==> config.mk <==
export PLATFORM = sky130hd
export DESIGN_NAME = lc3_mem_arbiter_flat
export DESIGN_NICKNAME = d
export VERILOG_FILES = /design/src/rtl/lc3_mem_arbiter_if.sv /design/src/rtl/lc3_mem_arbiter.sv /design/src/flat_wrapper.sv
export SDC_FILE = /design/constraint.sdc
export NUM_CORES = 1
export LEC_CHECK = 0
export CORE_ASPECT_RATIO = 1.25
export CORE_MARGIN = 5
export CORE_UTILIZATION = 36
export CTS_CLUSTER_SIZE = 16
export DETAILED_ROUTE_END_ITERATION = 8
export PLACE_DENSITY = 0.81
export SETUP_SLACK_MARGIN = 0.5
export SLEW_MARGIN = 10
export SYNTH_ARGS = -nofsm -noshare
export SYNTH_HDL_FRONTEND = slang
export SYNTH_SLANG_ARGS = --single-unit
==> constraint.sdc <==
create_clock -name clk -period 1.3 [get_ports clk]
set_input_delay 0.26 -clock clk [delete_from_list [all_inputs] [get_ports clk]]
set_output_delay 0.26 -clock clk [all_outputs]
set_load 0.005 [all_outputs]
==> src/rtl/lc3_mem_arbiter_if.sv <==
// Bundle between the LC-3 requesters (cpu, debug/loader), the arbiter and the memory array.
// The slave modport is the arbiter side; master is the requester/memory side.
interface lc3_mem_arbiter_if #(
    parameter int AW = 16,
    parameter int DW = 16
);
    logic          cpu_req;
    logic          cpu_we;
    logic [AW-1:0] cpu_addr;
    logic [DW-1:0] cpu_wdata;
    logic [DW-1:0] cpu_rdata;
    logic          cpu_ack;

    logic          dbg_req;
    logic          dbg_we;
    logic [AW-1:0] dbg_addr;
    logic [DW-1:0] dbg_wdata;
    logic [DW-1:0] dbg_rdata;
    logic          dbg_ack;
    logic          dbg_halt;

    logic          mem_en;
    logic          mem_we;
    logic [AW-1:0] mem_addr;
    logic [DW-1:0] mem_wdata;
    logic [DW-1:0] mem_rdata;

    logic          busy;
    logic          owner;

    modport slave (
        input  cpu_req, cpu_we, cpu_addr, cpu_wdata,
        output cpu_rdata, cpu_ack,
        input  dbg_req, dbg_we, dbg_addr, dbg_wdata, dbg_halt,
        output dbg_rdata, dbg_ack,
        output mem_en, mem_we, mem_addr, mem_wdata,
        input  mem_rdata,
        output busy, owner
    );

    modport master (
        output cpu_req, cpu_we, cpu_addr, cpu_wdata,
        input  cpu_rdata, cpu_ack,
        output dbg_req, dbg_we, dbg_addr, dbg_wdata, dbg_halt,
        input  dbg_rdata, dbg_ack,
        input  mem_en, mem_we, mem_addr, mem_wdata,
        output mem_rdata,
        input  busy, owner
    );
endinterface

==> src/rtl/lc3_mem_arbiter.sv <==
// CPU/debug arbiter for the LC-3 memory array; LC3_ARB_RR_EN selects round-robin ties, otherwise debug has priority.
// Latency: mem_en 1 cycle and ack 2 cycles after the grant edge; requesters hold req until ack, no other backpressure.
module lc3_mem_arbiter #(
    parameter int AW = 16,
    parameter int DW = 16
) (
    input  logic                 clk,
    input  logic                 reset,
    lc3_mem_arbiter_if.slave     bus
);
    typedef enum logic [1:0] {
        S_IDLE   = 2'd0,
        S_ACCESS = 2'd1,
        S_RESP   = 2'd2
    } state_t;

    state_t        r_state;
    logic          r_we;
    logic          r_owner;
    logic          r_busy;
    logic          r_mem_en;
    logic          r_mem_we;
    logic [AW-1:0] r_mem_addr;
    logic [DW-1:0] r_mem_wdata;
    logic          r_cpu_ack;
    logic          r_dbg_ack;

    logic          w_cpu_elig;
    logic          w_dbg_elig;
    logic          w_grant_dbg;
    logic          w_sel_we;
    logic [AW-1:0] w_sel_addr;
    logic [DW-1:0] w_sel_wdata;

    assign w_cpu_elig = bus.cpu_req & ~bus.dbg_halt;
    assign w_dbg_elig = bus.dbg_req;

`ifdef LC3_ARB_RR_EN
    // On a tie the side that did not win last time goes first.
    assign w_grant_dbg = w_dbg_elig & (~w_cpu_elig | ~r_owner);
`else
    assign w_grant_dbg = w_dbg_elig;
`endif

    assign w_sel_we    = w_grant_dbg ? bus.dbg_we    : bus.cpu_we;
    assign w_sel_addr  = w_grant_dbg ? bus.dbg_addr  : bus.cpu_addr;
    assign w_sel_wdata = w_grant_dbg ? bus.dbg_wdata : bus.cpu_wdata;

    always_ff @(posedge clk) begin
        if (reset) begin
            r_state     <= S_IDLE;
            r_we        <= 1'b0;
            r_owner     <= 1'b1;
            r_busy      <= 1'b0;
            r_mem_en    <= 1'b0;
            r_mem_we    <= 1'b0;
            r_mem_addr  <= '0;
            r_mem_wdata <= '0;
            r_cpu_ack   <= 1'b0;
            r_dbg_ack   <= 1'b0;
        end else begin
            case (r_state)
                S_IDLE: begin
                    r_cpu_ack <= 1'b0;
                    r_dbg_ack <= 1'b0;
                    if (w_cpu_elig | w_dbg_elig) begin
                        r_owner     <= w_grant_dbg;
                        r_we        <= w_sel_we;
                        r_mem_en    <= 1'b1;
                        r_mem_we    <= w_sel_we;
                        r_mem_addr  <= w_sel_addr;
                        r_mem_wdata <= w_sel_wdata;
                        r_busy      <= 1'b1;
                        r_state     <= S_ACCESS;
                    end
                end
                S_ACCESS: begin
                    r_mem_en  <= 1'b0;
                    r_mem_we  <= 1'b0;
                    r_cpu_ack <= ~r_owner;
                    r_dbg_ack <= r_owner;
                    r_state   <= S_RESP;
                end
                S_RESP: begin
                    r_cpu_ack <= 1'b0;
                    r_dbg_ack <= 1'b0;
                    r_busy    <= 1'b0;
                    r_state   <= S_IDLE;
                end
                default: begin
                    r_mem_en  <= 1'b0;
                    r_mem_we  <= 1'b0;
                    r_cpu_ack <= 1'b0;
                    r_dbg_ack <= 1'b0;
                    r_busy    <= 1'b0;
                    r_state   <= S_IDLE;
                end
            endcase
        end
    end

    assign bus.mem_en    = r_mem_en;
    assign bus.mem_we    = r_mem_we;
    assign bus.mem_addr  = r_mem_addr;
    assign bus.mem_wdata = r_mem_wdata;
    assign bus.busy      = r_busy;
    assign bus.owner     = r_owner;
    assign bus.cpu_ack   = r_cpu_ack;
    assign bus.dbg_ack   = r_dbg_ack;

    // Memory data is valid only in the RESP cycle, which is exactly when ack is high.
    assign bus.cpu_rdata = (r_cpu_ack && !r_we) ? bus.mem_rdata : '0;
    assign bus.dbg_rdata = (r_dbg_ack && !r_we) ? bus.mem_rdata : '0;

endmodule

==> src/flat_wrapper.sv <==
// flat-port wrapper written by rule: the top's interface ports become plain ports
module lc3_mem_arbiter_flat 
#(
    parameter int AW = 16,
    parameter int DW = 16
)
  (clk, reset, bus_cpu_req, bus_cpu_we, bus_cpu_addr, bus_cpu_wdata, bus_cpu_rdata, bus_cpu_ack, bus_dbg_req, bus_dbg_we, bus_dbg_addr, bus_dbg_wdata, bus_dbg_halt, bus_dbg_rdata, bus_dbg_ack, bus_mem_en, bus_mem_we, bus_mem_addr, bus_mem_wdata, bus_mem_rdata, bus_busy, bus_owner);
  lc3_mem_arbiter_if #(.AW(AW), .DW(DW)) bus_i ();
  input  logic clk;
  input  logic reset;
  input wire logic [$bits(bus_i.cpu_req)-1:0] bus_cpu_req;
  input wire logic [$bits(bus_i.cpu_we)-1:0] bus_cpu_we;
  input wire logic [$bits(bus_i.cpu_addr)-1:0] bus_cpu_addr;
  input wire logic [$bits(bus_i.cpu_wdata)-1:0] bus_cpu_wdata;
  output wire logic [$bits(bus_i.cpu_rdata)-1:0] bus_cpu_rdata;
  output wire logic [$bits(bus_i.cpu_ack)-1:0] bus_cpu_ack;
  input wire logic [$bits(bus_i.dbg_req)-1:0] bus_dbg_req;
  input wire logic [$bits(bus_i.dbg_we)-1:0] bus_dbg_we;
  input wire logic [$bits(bus_i.dbg_addr)-1:0] bus_dbg_addr;
  input wire logic [$bits(bus_i.dbg_wdata)-1:0] bus_dbg_wdata;
  input wire logic [$bits(bus_i.dbg_halt)-1:0] bus_dbg_halt;
  output wire logic [$bits(bus_i.dbg_rdata)-1:0] bus_dbg_rdata;
  output wire logic [$bits(bus_i.dbg_ack)-1:0] bus_dbg_ack;
  output wire logic [$bits(bus_i.mem_en)-1:0] bus_mem_en;
  output wire logic [$bits(bus_i.mem_we)-1:0] bus_mem_we;
  output wire logic [$bits(bus_i.mem_addr)-1:0] bus_mem_addr;
  output wire logic [$bits(bus_i.mem_wdata)-1:0] bus_mem_wdata;
  input wire logic [$bits(bus_i.mem_rdata)-1:0] bus_mem_rdata;
  output wire logic [$bits(bus_i.busy)-1:0] bus_busy;
  output wire logic [$bits(bus_i.owner)-1:0] bus_owner;
  assign bus_i.cpu_req = bus_cpu_req;
  assign bus_i.cpu_we = bus_cpu_we;
  assign bus_i.cpu_addr = bus_cpu_addr;
  assign bus_i.cpu_wdata = bus_cpu_wdata;
  assign bus_cpu_rdata = bus_i.cpu_rdata;
  assign bus_cpu_ack = bus_i.cpu_ack;
  assign bus_i.dbg_req = bus_dbg_req;
  assign bus_i.dbg_we = bus_dbg_we;
  assign bus_i.dbg_addr = bus_dbg_addr;
  assign bus_i.dbg_wdata = bus_dbg_wdata;
  assign bus_i.dbg_halt = bus_dbg_halt;
  assign bus_dbg_rdata = bus_i.dbg_rdata;
  assign bus_dbg_ack = bus_i.dbg_ack;
  assign bus_mem_en = bus_i.mem_en;
  assign bus_mem_we = bus_i.mem_we;
  assign bus_mem_addr = bus_i.mem_addr;
  assign bus_mem_wdata = bus_i.mem_wdata;
  assign bus_i.mem_rdata = bus_mem_rdata;
  assign bus_busy = bus_i.busy;
  assign bus_owner = bus_i.owner;
  lc3_mem_arbiter #(.AW(AW), .DW(DW)) u_core (.clk(clk), .reset(reset), .bus(bus_i));
endmodule
Yosys cells after proc, flatten, opt, wreduce, memory -nomap -nowiden. Index checks and enable logic that the tools add are counted. Widths: inputs -> output; s select.

Register bits after elaboration: 41. Output and inout port bits: 70.

Eq/ne operators: 3. Muxes and demuxes: 12. Bitwise gates (word level): 6. Reduce and logical (&&, ||, !) cells: 8.

Operators with widths (count): $mux 16 (4); $pmux 1 s2 (3); $reduce_and 2->1 (3); $not 1->1 (4); $pmux 2 s2 (1); $mux 1 (3); $eq 2x1->1 const B (1); $eq 2x2->1 const B (1); $logic_and 1x1->1 (2); $logic_not 2->1 (1); $mux 2 (1); $ne 2x1->1 const B (1); $reduce_or 2->1 (1); $and 1x1->1 (1); $logic_not 1->1 (1); $or 1x1->1 (1).

Longest topological paths before layout.
Depth in word-level cells: 5. Gate-level depth with buffers: 5.

Worst setup path after synthesis. Ideal clock, no wire load.

Path kind: input -> register. Start point: input port bus_cpu_req. End point: register u_core.r_mem_addr[10] (netlist: u_core.bus.mem_addr[10]). Library setup time: 121 ps. Arrival: 1116 ps. Required time: 1179 ps. Path slack: 64 ps. Stages on the path: 4. Path through: nor2b_4 o21ai_4 buf_6 mux2_2.

Cells in the longest elaborated chain, start to end: 3.

RTL lines: start, declared (line flat_wrapper.sv:11) `input wire logic [$bits(bus_i.cpu_req)-1:0] bus_cpu_req;`; $and 1x1->1 (line lc3_mem_arbiter.sv:35) `assign w_cpu_elig = bus.cpu_req & ~bus.dbg_halt;`; $or 1x1->1 (line lc3_mem_arbiter.sv:66) `if (w_cpu_elig | w_dbg_elig) begin`; $reduce_and 2->1 (no line); end signal, assigned (line lc3_mem_arbiter.sv:71) `r_mem_addr <= w_sel_addr;`; end, declared (line lc3_mem_arbiter.sv:23) `logic [AW-1:0] r_mem_addr;`.

Every way passes these cells. A chain may end at the register's enable or synchronous reset.

Final worst setup path.
Start point: register u_core.r_we. End point: output port bus_dbg_rdata[5].

Cells in the longest elaborated chain, start to end: 3.

RTL lines: start, declared (line lc3_mem_arbiter.sv:18) `logic r_we;`; start signal, assigned (line lc3_mem_arbiter.sv:68) `r_we <= w_sel_we;`; $logic_not 1->1 (line lc3_mem_arbiter.sv:113) `assign bus.dbg_rdata = (r_dbg_ack && !r_we) ? bus.mem_rdata : '0;`; $logic_and 1x1->1 (line lc3_mem_arbiter.sv:113); $mux 16 (line lc3_mem_arbiter.sv:113); end, declared (line flat_wrapper.sv:22) `output wire logic [$bits(bus_i.dbg_rdata)-1:0] bus_dbg_rdata;`.

Every way passes these cells.

==> impl_metrics.prom <==
# TYPE chip_impl_metric gauge
chip_impl_info{name="run_status",value="complete, but fails checks"} 1
chip_impl_info{name="violations",value="setup timing"} 1
chip_impl_metric{name="core_region_area",unit="µm²"} 6440
chip_impl_metric{name="drt_iter0_markers",unit=""} 45
chip_impl_metric{name="final.setup_skew",unit="ps"} 6.25
chip_impl_metric{name="netlist_instances",unit=""} 242
chip_impl_metric{name="cts_buffers",unit=""} 5
chip_impl_metric{name="worst_ir_drop_vdd",unit="µV"} 684
chip_impl_metric{name="antenna_cells_inserted",unit=""} 0
chip_impl_metric{name="detail_route.drc_violations",unit=""} 0
chip_impl_metric{name="vias_per_cell",unit=""} 4.70
chip_impl_metric{name="seq_area_frac_synth",unit="%"} 35.0
chip_impl_metric{name="postSynthNetCount",unit=""} 329
chip_impl_info{name="cts_tree",value="yes"} 1
chip_impl_metric{name="start_util",unit="%"} 36.4
chip_impl_metric{name="cp.arrival",unit="ps"} 1390
chip_impl_metric{name="timing_max_transition_violations_final",unit=""} 0
chip_impl_metric{name="post_synth_num_cell_types",unit=""} 24
chip_impl_metric{name="gr_ovfl_total",unit=""} 0
chip_impl_metric{name="num-nets-final",unit=""} 520
chip_impl_metric{name="cts-hold-fix-buffers",unit=""} 0
chip_impl_metric{name="flip_flop_and_latch_count_after_synthesis",unit=""} 41
chip_impl_metric{name="grt_antenna_before_repair",unit=""} 0
chip_impl_metric{name="finalSetupViolations",unit=""} 41
chip_impl_metric{name="internal-power",unit="mW"} 2.91
chip_impl_metric{name="layout-area-overhead-vs-synth",unit="%"} 109
chip_impl_metric{name="final_layout_size_suffix_gt1_share",unit="%"} 55.4
chip_impl_metric{name="fin_worst_hold_slack",unit="ps"} 418
chip_impl_metric{name="hold_viol_final",unit=""} 0
chip_impl_metric{name="setup_ws",unit="ps"} -355
chip_impl_metric{name="power.sequential.fraction",unit="%"} 38.0
chip_impl_info{name="synth_top_area_cell",value="dfxtp_1"} 1
chip_impl_metric{name="synth-edff-count",unit=""} 0
chip_impl_info{name="critPathCaptureType",value="output port"} 1
chip_impl_metric{name="synthArstFlopShare",unit="%"} 0
chip_impl_metric{name="total_leakage_power",unit="nW"} 2.28
chip_impl_metric{name="totalPowerFinal",unit="mW"} 3.87
chip_impl_metric{name="finalCritPeriodShare",unit="%"} 127
chip_impl_metric{name="crit_required",unit="ps"} 1040
chip_impl_metric{name="grt_pass1_vias",unit=""} 2546
chip_impl_metric{name="tritoncts_num_sinks",unit=""} 41
chip_impl_metric{name="cap_viol_max_count",unit=""} 0
chip_impl_info{name="dominantRegCellSynth",value="dfxtp_1"} 1
chip_impl_metric{name="timing.critical_path.fanout_max",unit=""} 4
chip_impl_metric{name="post_synth_design_cell_area",unit="µm²"} 2340
chip_impl_metric{name="io_pins",unit=""} 157
chip_impl_metric{name="grt_start_max_net_pins",unit=""} 38
chip_impl_metric{name="slew-limit-headroom",unit="%"} 88.6
chip_impl_metric{name="place.gp.congestion",unit=""} 0.701
chip_impl_info{name="clk_root_buffer_cell",value="clkbuf_8"} 1
chip_impl_metric{name="net_switching_component_of_the_power",unit="mW"} 0.962
chip_impl_metric{name="track_usage",unit="%"} 19.7
chip_impl_info{name="cp-start-kind",value="flip-flop"} 1
chip_impl_metric{name="clock_tree.buffer_depth",unit=""} 2
chip_impl_metric{name="power.clock.fraction",unit="%"} 25.6
chip_impl_metric{name="chipHeight",unit="µm"} 100
chip_impl_metric{name="seqCellArea",unit="µm²"} 877
chip_impl_metric{name="clkSlewWorstSetupHoldPaths",unit="ps"} 80
chip_impl_metric{name="row_count",unit=""} 33
chip_impl_metric{name="number_of_antenna_violating_nets_in_the_routed_design",unit=""} 0
chip_impl_metric{name="placement.io_buffers",unit=""} 156
chip_impl_metric{name="comb_power_share",unit="%"} 36.3
chip_impl_metric{name="max_clock_freq",unit="GHz"} 0.604
chip_impl_metric{name="htree_num_levels",unit=""} 2
chip_impl_metric{name="die-area",unit="µm²"} 8230
chip_impl_metric{name="dp.final_hpwl",unit="µm"} 5480
chip_impl_info{name="largest_cells_by_area_after_synthesis",value="dfxtp_1 35%, mux2_2 16%, mux2i_1 14%"} 1
chip_impl_metric{name="worst_skew_pair.late_latency",unit="ps"} 290
chip_impl_metric{name="fillCellCount",unit=""} 438
chip_impl_info{name="worstHoldPathType",value="input port to flip-flop"} 1
chip_impl_metric{name="pwr_density_cell",unit="nW/µm²"} 789
chip_impl_info{name="synthTopCellsByCount",value="41 x dfxtp_1, 35 x nor2b_1, 34 x nor2_1"} 1
chip_impl_metric{name="setup.reg_to_reg.worst_slack",unit="ps"} -20
chip_impl_metric{name="sw_frac_of_total",unit="%"} 24.9
chip_impl_info{name="crit_type",value="flip-flop to output port"} 1
chip_impl_metric{name="syn-mean-instance-area",unit="µm²"} 9.68
chip_impl_metric{name="multiInputGateArea",unit="µm²"} 1610
chip_impl_metric{name="drt_pre_antenna_iters",unit=""} 4
chip_impl_metric{name="timing_worst_slew_pin_value",unit="ps"} 167
chip_impl_metric{name="detailroute.via_count",unit=""} 2444
chip_impl_metric{name="yosys_warn_count",unit=""} 0
chip_impl_metric{name="first_pass_grt_wire_length",unit="µm"} 12400
chip_impl_metric{name="period_needed",unit="ps"} 1650
chip_impl_metric{name="die_w",unit="µm"} 82.2
chip_impl_info{name="setup_repair_after_global_routing_missed_its_margin",value="yes"} 1
chip_impl_info{name="yosys.cell_count.top_type",value="dfxtp_1"} 1
chip_impl_metric{name="wire_per_inst",unit="µm"} 16.1
chip_impl_metric{name="postRouteWirelength",unit="µm"} 8380
chip_impl_metric{name="yosysTopAreaCellShare",unit="%"} 35.0
## per-layer routing
layer  share of wire [%]  global-route usage, %  up-vias
li1                    -                      -     1177
met1                  31                   17.2     1131
met2                  56                   39.4      127
met3                  12                   8.08        9
met4                0.88                   5.75        0
met5                   0                      0        -
## cells by family after synthesis
| family | count (synthesis) | share of synthesized area (%) |
|---|---|---|
| simple gates | 109 | 25.8 |
| mux | 65 | 29.5 |
| flops | 41 | 35.0 |
| buf+inv | 18 | 6.62 |
| compound gates | 9 | 2.99 |
## state kept, by name (all words and copies together) (netlist names)
signal                cells
u_core.r_state            2
u_core.bus.mem_addr      16
u_core.bus.mem_we         1
u_core.bus.dbg_ack        1
u_core.bus.mem_wdata     16
u_core.bus.busy           1
u_core.bus.cpu_ack        1
u_core.bus.mem_en         1
u_core.r_we               1
u_core.bus.owner          1
## path summary, 6_finish.rpt
| path | startpoint | endpoint | depth (start not counted) |
|---|---|---|---|
| max | u_core.r_we | bus_dbg_rdata[5] | 6 |
| min | reset | u_core.bus.mem_wdata[1] | 3 |
| max reg2reg | u_core.r_state[0] | u_core.bus.mem_wdata[2] | 5 |
| min reg2reg | u_core.bus.mem_we | u_core.bus.mem_we | 2 |
## through the flow
step	instance area, µm²	instances	setup TNS, ps	utilization (%)	setup WS (ps)
floorplan	2470	242	0	-	63.7
CTS	4770	514	-9460	74.1	-360
global placement	4110	479	-21870	63.7	-375
detailed placement	4110	479	-23940	63.7	-427
global route	4910	520	-11140	76.2	-405
finish	4910	520	-9140	76.2	-355
## power groups by stage
stage,Combinational (mW),Clock [mW],Sequential [mW]
2_1_floorplan,0.462,0,1.47
3_3_place_gp,1.05,0,1.46
3_5_place_dp,1.07,0,1.46
4_1_cts,1.35,1.02,1.46
5_1_grt,1.50,1.07,1.49
6_report,1.41,0.991,1.47
## critical path, cell delays in order (launching register included)
cell and delay, ps:
dfxtp_4 370, nor2b_4 170, clkbuf_16 160, buf_6 90
buf_6 100, and2_4 130, buf_6 90
## cells in the final DEF, fill, tap and decap left out, drive strengths merged, types with 3 or more instances in the layout
cell and n:
buf 116, clkdlybuf4s50 80, dfxtp 41, nor2b 36, nor2 35, and2 33, mux2 33, mux2i 32
clkbuf 6, dlygate4sd2 3, o21ai 3
## final cells by class
type	instances	share of cell area, %
clock buffer	5	1.40
clock inverter	2	0.714
inverter	1	0.127
multi-input combinational	183	32.7
sequential	41	17.9
tap	87	2.22
timing repair buffer	201	45.0
## timing repair
item / CTS / global route
cloned: 6 / 0
setup endpoints to repair: 108 / 111
gates resized for setup: 439 / 21
pin swaps: 15 / 5
buffers inserted: 22 / 6
No activity file was read; power rests on OpenSTA's default activity.
==> edit (config.mk and constraints unchanged) <==
Encoding of `state_t`: now one-hot (3 bits for 3 states).
--- a/src/rtl/lc3_mem_arbiter.sv
+++ b/src/rtl/lc3_mem_arbiter.sv
@@ -8,10 +8,10 @@
     input  logic                 reset,
     lc3_mem_arbiter_if.slave     bus
 );
-    typedef enum logic [1:0] {
-        S_IDLE   = 2'd0,
-        S_ACCESS = 2'd1,
-        S_RESP   = 2'd2
+    typedef enum logic [2:0] {
+        S_IDLE   = 3'b001,
+        S_ACCESS = 3'b010,
+        S_RESP   = 3'b100
     } state_t;
 
     state_t        r_state;
Formal check against the unedited RTL: no difference found for any inputs over 10 cycles, from zero or initial values and one cycle with reset high; not proved beyond that.
==> edit against the original RTL <==
The flow still finishes with violations (setup timing); wire length rose by 55%; core utilization is 13 points higher; power is 23% higher; final area up 14%; area after synthesis about the same; sequential share of layout area fell by 1.8 points; setup slack gained 0.024 ns; sequential cell count up 1; largest power group is now combinational logic.
==> edit: results (changes against the original RTL) <==
\begin{tabular}{lr}
\hline
Metric & Value \\
\hline
\multicolumn{2}{l}{\textbf{Global route}} \\
\quad Global routing usage summed across all routing layers & 0.268 (+0.0710) \\
\quad Largest net degree at the start of global routing & 25 (-34\%) \\
\quad Number of global-route vias before repair & 3204 (+26\%) \\
\quad Wire length of the first global-routing pass & 16.7 mm (+34\%) \\
\multicolumn{2}{l}{\textbf{Die}} \\
\quad FP Rows & 32 (-3.0\%) \\
\multicolumn{2}{l}{\textbf{CTS}} \\
\quad Clock tree root buffer cell & sky130\_fd\_sc\_hd\_\_clkbuf\_8 \\
\quad Insertion delay of the later-clocked pin in the worst-skew pair & 0.31 ns (+0.02 ns) \\
\multicolumn{2}{l}{\textbf{Pwr}} \\
\quad Leak & 2.28 nW (+0.12\%) \\
\quad Peak supply drop & 0.855 mV (+25\%) \\
\multicolumn{2}{l}{\textbf{Synth}} \\
\quad Count of distinct cell types in the synthesized netlist & 25 (+4.2\%) \\
\quad Top cells by count, synth & sky130\_fd\_sc\_hd\_\_a211oi\_1, sky130\_fd\_sc\_hd\_\_dfxtp\_1, sky130\_fd\_sc\_hd\_\_inv\_1 \\
\quad FFs w/ async S/R, synth & 0 (unchanged) \\
\quad Dominant register cell in the synthesized netlist & sky130\_fd\_sc\_hd\_\_dfxtp\_1 \\
\quad Proportion of synthesized chip area in sequential cells & 0.359 (+0.00873) \\
\quad Dominant cells by area after synthesis & sky130\_fd\_sc\_hd\_\_dfxtp\_1, sky130\_fd\_sc\_hd\_\_a211oi\_1, sky130\_fd\_sc\_hd\_\_mux2\_2, sky130\_fd\_sc\_hd\_\_and2\_1, sky130\_fd\_sc\_hd\_\_inv\_1 \\
\quad Syn Nets & 348 (+5.8\%) \\
\multicolumn{2}{l}{\textbf{Timing}} \\
\quad Worst Setup Slack, final & -0.331 ns (+0.0236 ns) \\
\quad Worst rel slew slack & 0.654 (-0.231) \\
\quad Post-Route Skew & 0.0187 ns (+0.0124 ns) \\
\quad Total of endpoints with negative setup slack in the final report & 68 (+66\%) \\
\multicolumn{2}{l}{\textbf{Critical path}} \\
\quad Signal arrival time at the worst endpoint & 1.84 ns (+0.45 ns) \\
\quad Worst-path maximum fanout & 7 (+3) \\
\quad Critical path class & flop to flop \\
\multicolumn{2}{l}{\textbf{Detailed routing}} \\
\quad Total via count in the routed design & 3023 (+24\%) \\
\quad Routed len/inst & 23.2 um (+44\%) \\
\quad Number of DRC violations after detailed-routing iteration 0 & 140 (+210\%) \\
\quad Total iterations of the first detailed-routing run & 4 (unchanged) \\
\multicolumn{2}{l}{\textbf{Layout}} \\
\quad Layout cell share with drive strength beyond 1 & 0.700 (+0.146) \\
\quad Count of nets after finishing & 560 (+7.7\%) \\
\quad Antenna Cells & 0 (unchanged) \\
\multicolumn{2}{l}{\textbf{Place}} \\
\quad HPWL reported at the end of detailed placement & 6.06 mm (+11\%) \\
\quad Last weighted congestion value of the routability-driven placer & 0.732 (+4.4\%) \\
\multicolumn{2}{l}{\textbf{Run status}} \\
\quad Failing checks & setup timing \\
\quad Outcome & finished, violations left \\
\hline
\end{tabular}
-- edit: kinds of logic after synthesis --
group                  share of synthesized area
AO/OA/AOI/OAI                              0.243
buffers and inverters                      0.112
AND/OR/NAND/NOR                            0.128
flip-flops                                 0.359
multiplexers                               0.159
-- edit: worst max-delay path, stage by stage (launching register included) --
cell and delay [ns]:
sky130_fd_sc_hd__dfxtp_2 0.33, sky130_fd_sc_hd__or3b_4 0.43, sky130_fd_sc_hd__a21o_4 0.29, sky130_fd_sc_hd__buf_12 0.15
sky130_fd_sc_hd__buf_16 0.13, sky130_fd_sc_hd__a211oi_2 0.21
-- edit: per-layer routing --
metal,track usage,vias to the layer above,routed length [um]
met1,0.264,1450,4410
li1,-,1340,-
met4,0.104,0,653
met3,0.0817,45,1160
met5,0,-,0
met2,0.508,188,6730
-- edit: per-stage QoR --
step                hold WS, ns  area (sq um)  TNS (ns)  worst slack, ns  std cells
floorplan                 0.436          2440     -6.35           -0.199        261
global placement          0.435          4230    -19.72           -0.348        505
detailed placement        0.440          4230    -21.13           -0.373        505
CTS                       0.462          5240    -14.13           -0.332        547
global route              0.447          5590    -19.15           -0.405        559
finish                    0.430          5590    -16.57           -0.331        559
-- edit: path summary, 6_finish.rpt --
| path | end | slack (ns) | depth (start not counted) | from |
|---|---|---|---|---|
| hold / removal | u_core.r_state[2] | 0.43 | 4 | reset |
| hold reg to reg | u_core.bus.mem_addr[8] | 0.48 | 2 | u_core.bus.mem_addr[8] |
| setup / recovery | u_core.bus.mem_addr[3] | -0.33 | 5 | u_core.r_state[1] |
| setup reg to reg | u_core.bus.mem_addr[3] | -0.33 | 5 | u_core.r_state[1] |
-- edit: what timing repair did --
action | CTS | global route
endpoints found under the setup margin | 112 | 112
gates cloned | 9 | 0
resized for setup | 478 | 53
pin swaps | 78 | 7
buffers inserted | 25 | 12
-- edit: area by class of cell --
cell class,instances,area (sq um)
Timing Repair Buffer,229,2580
Tap cell,85,106
Inverter,35,131
Clock inverter,2,12.5
Sequential cell,42,896
Fill cell,256,661
Multi-Input combinational cell,160,1780
Clock buffer,6,82.6
-- edit: report_power, final --
group / switching (mW) / internal [mW]
Clock: 0.509 / 0.429
Combinational: 0.909 / 1.31
Sequential: 0.128 / 1.47
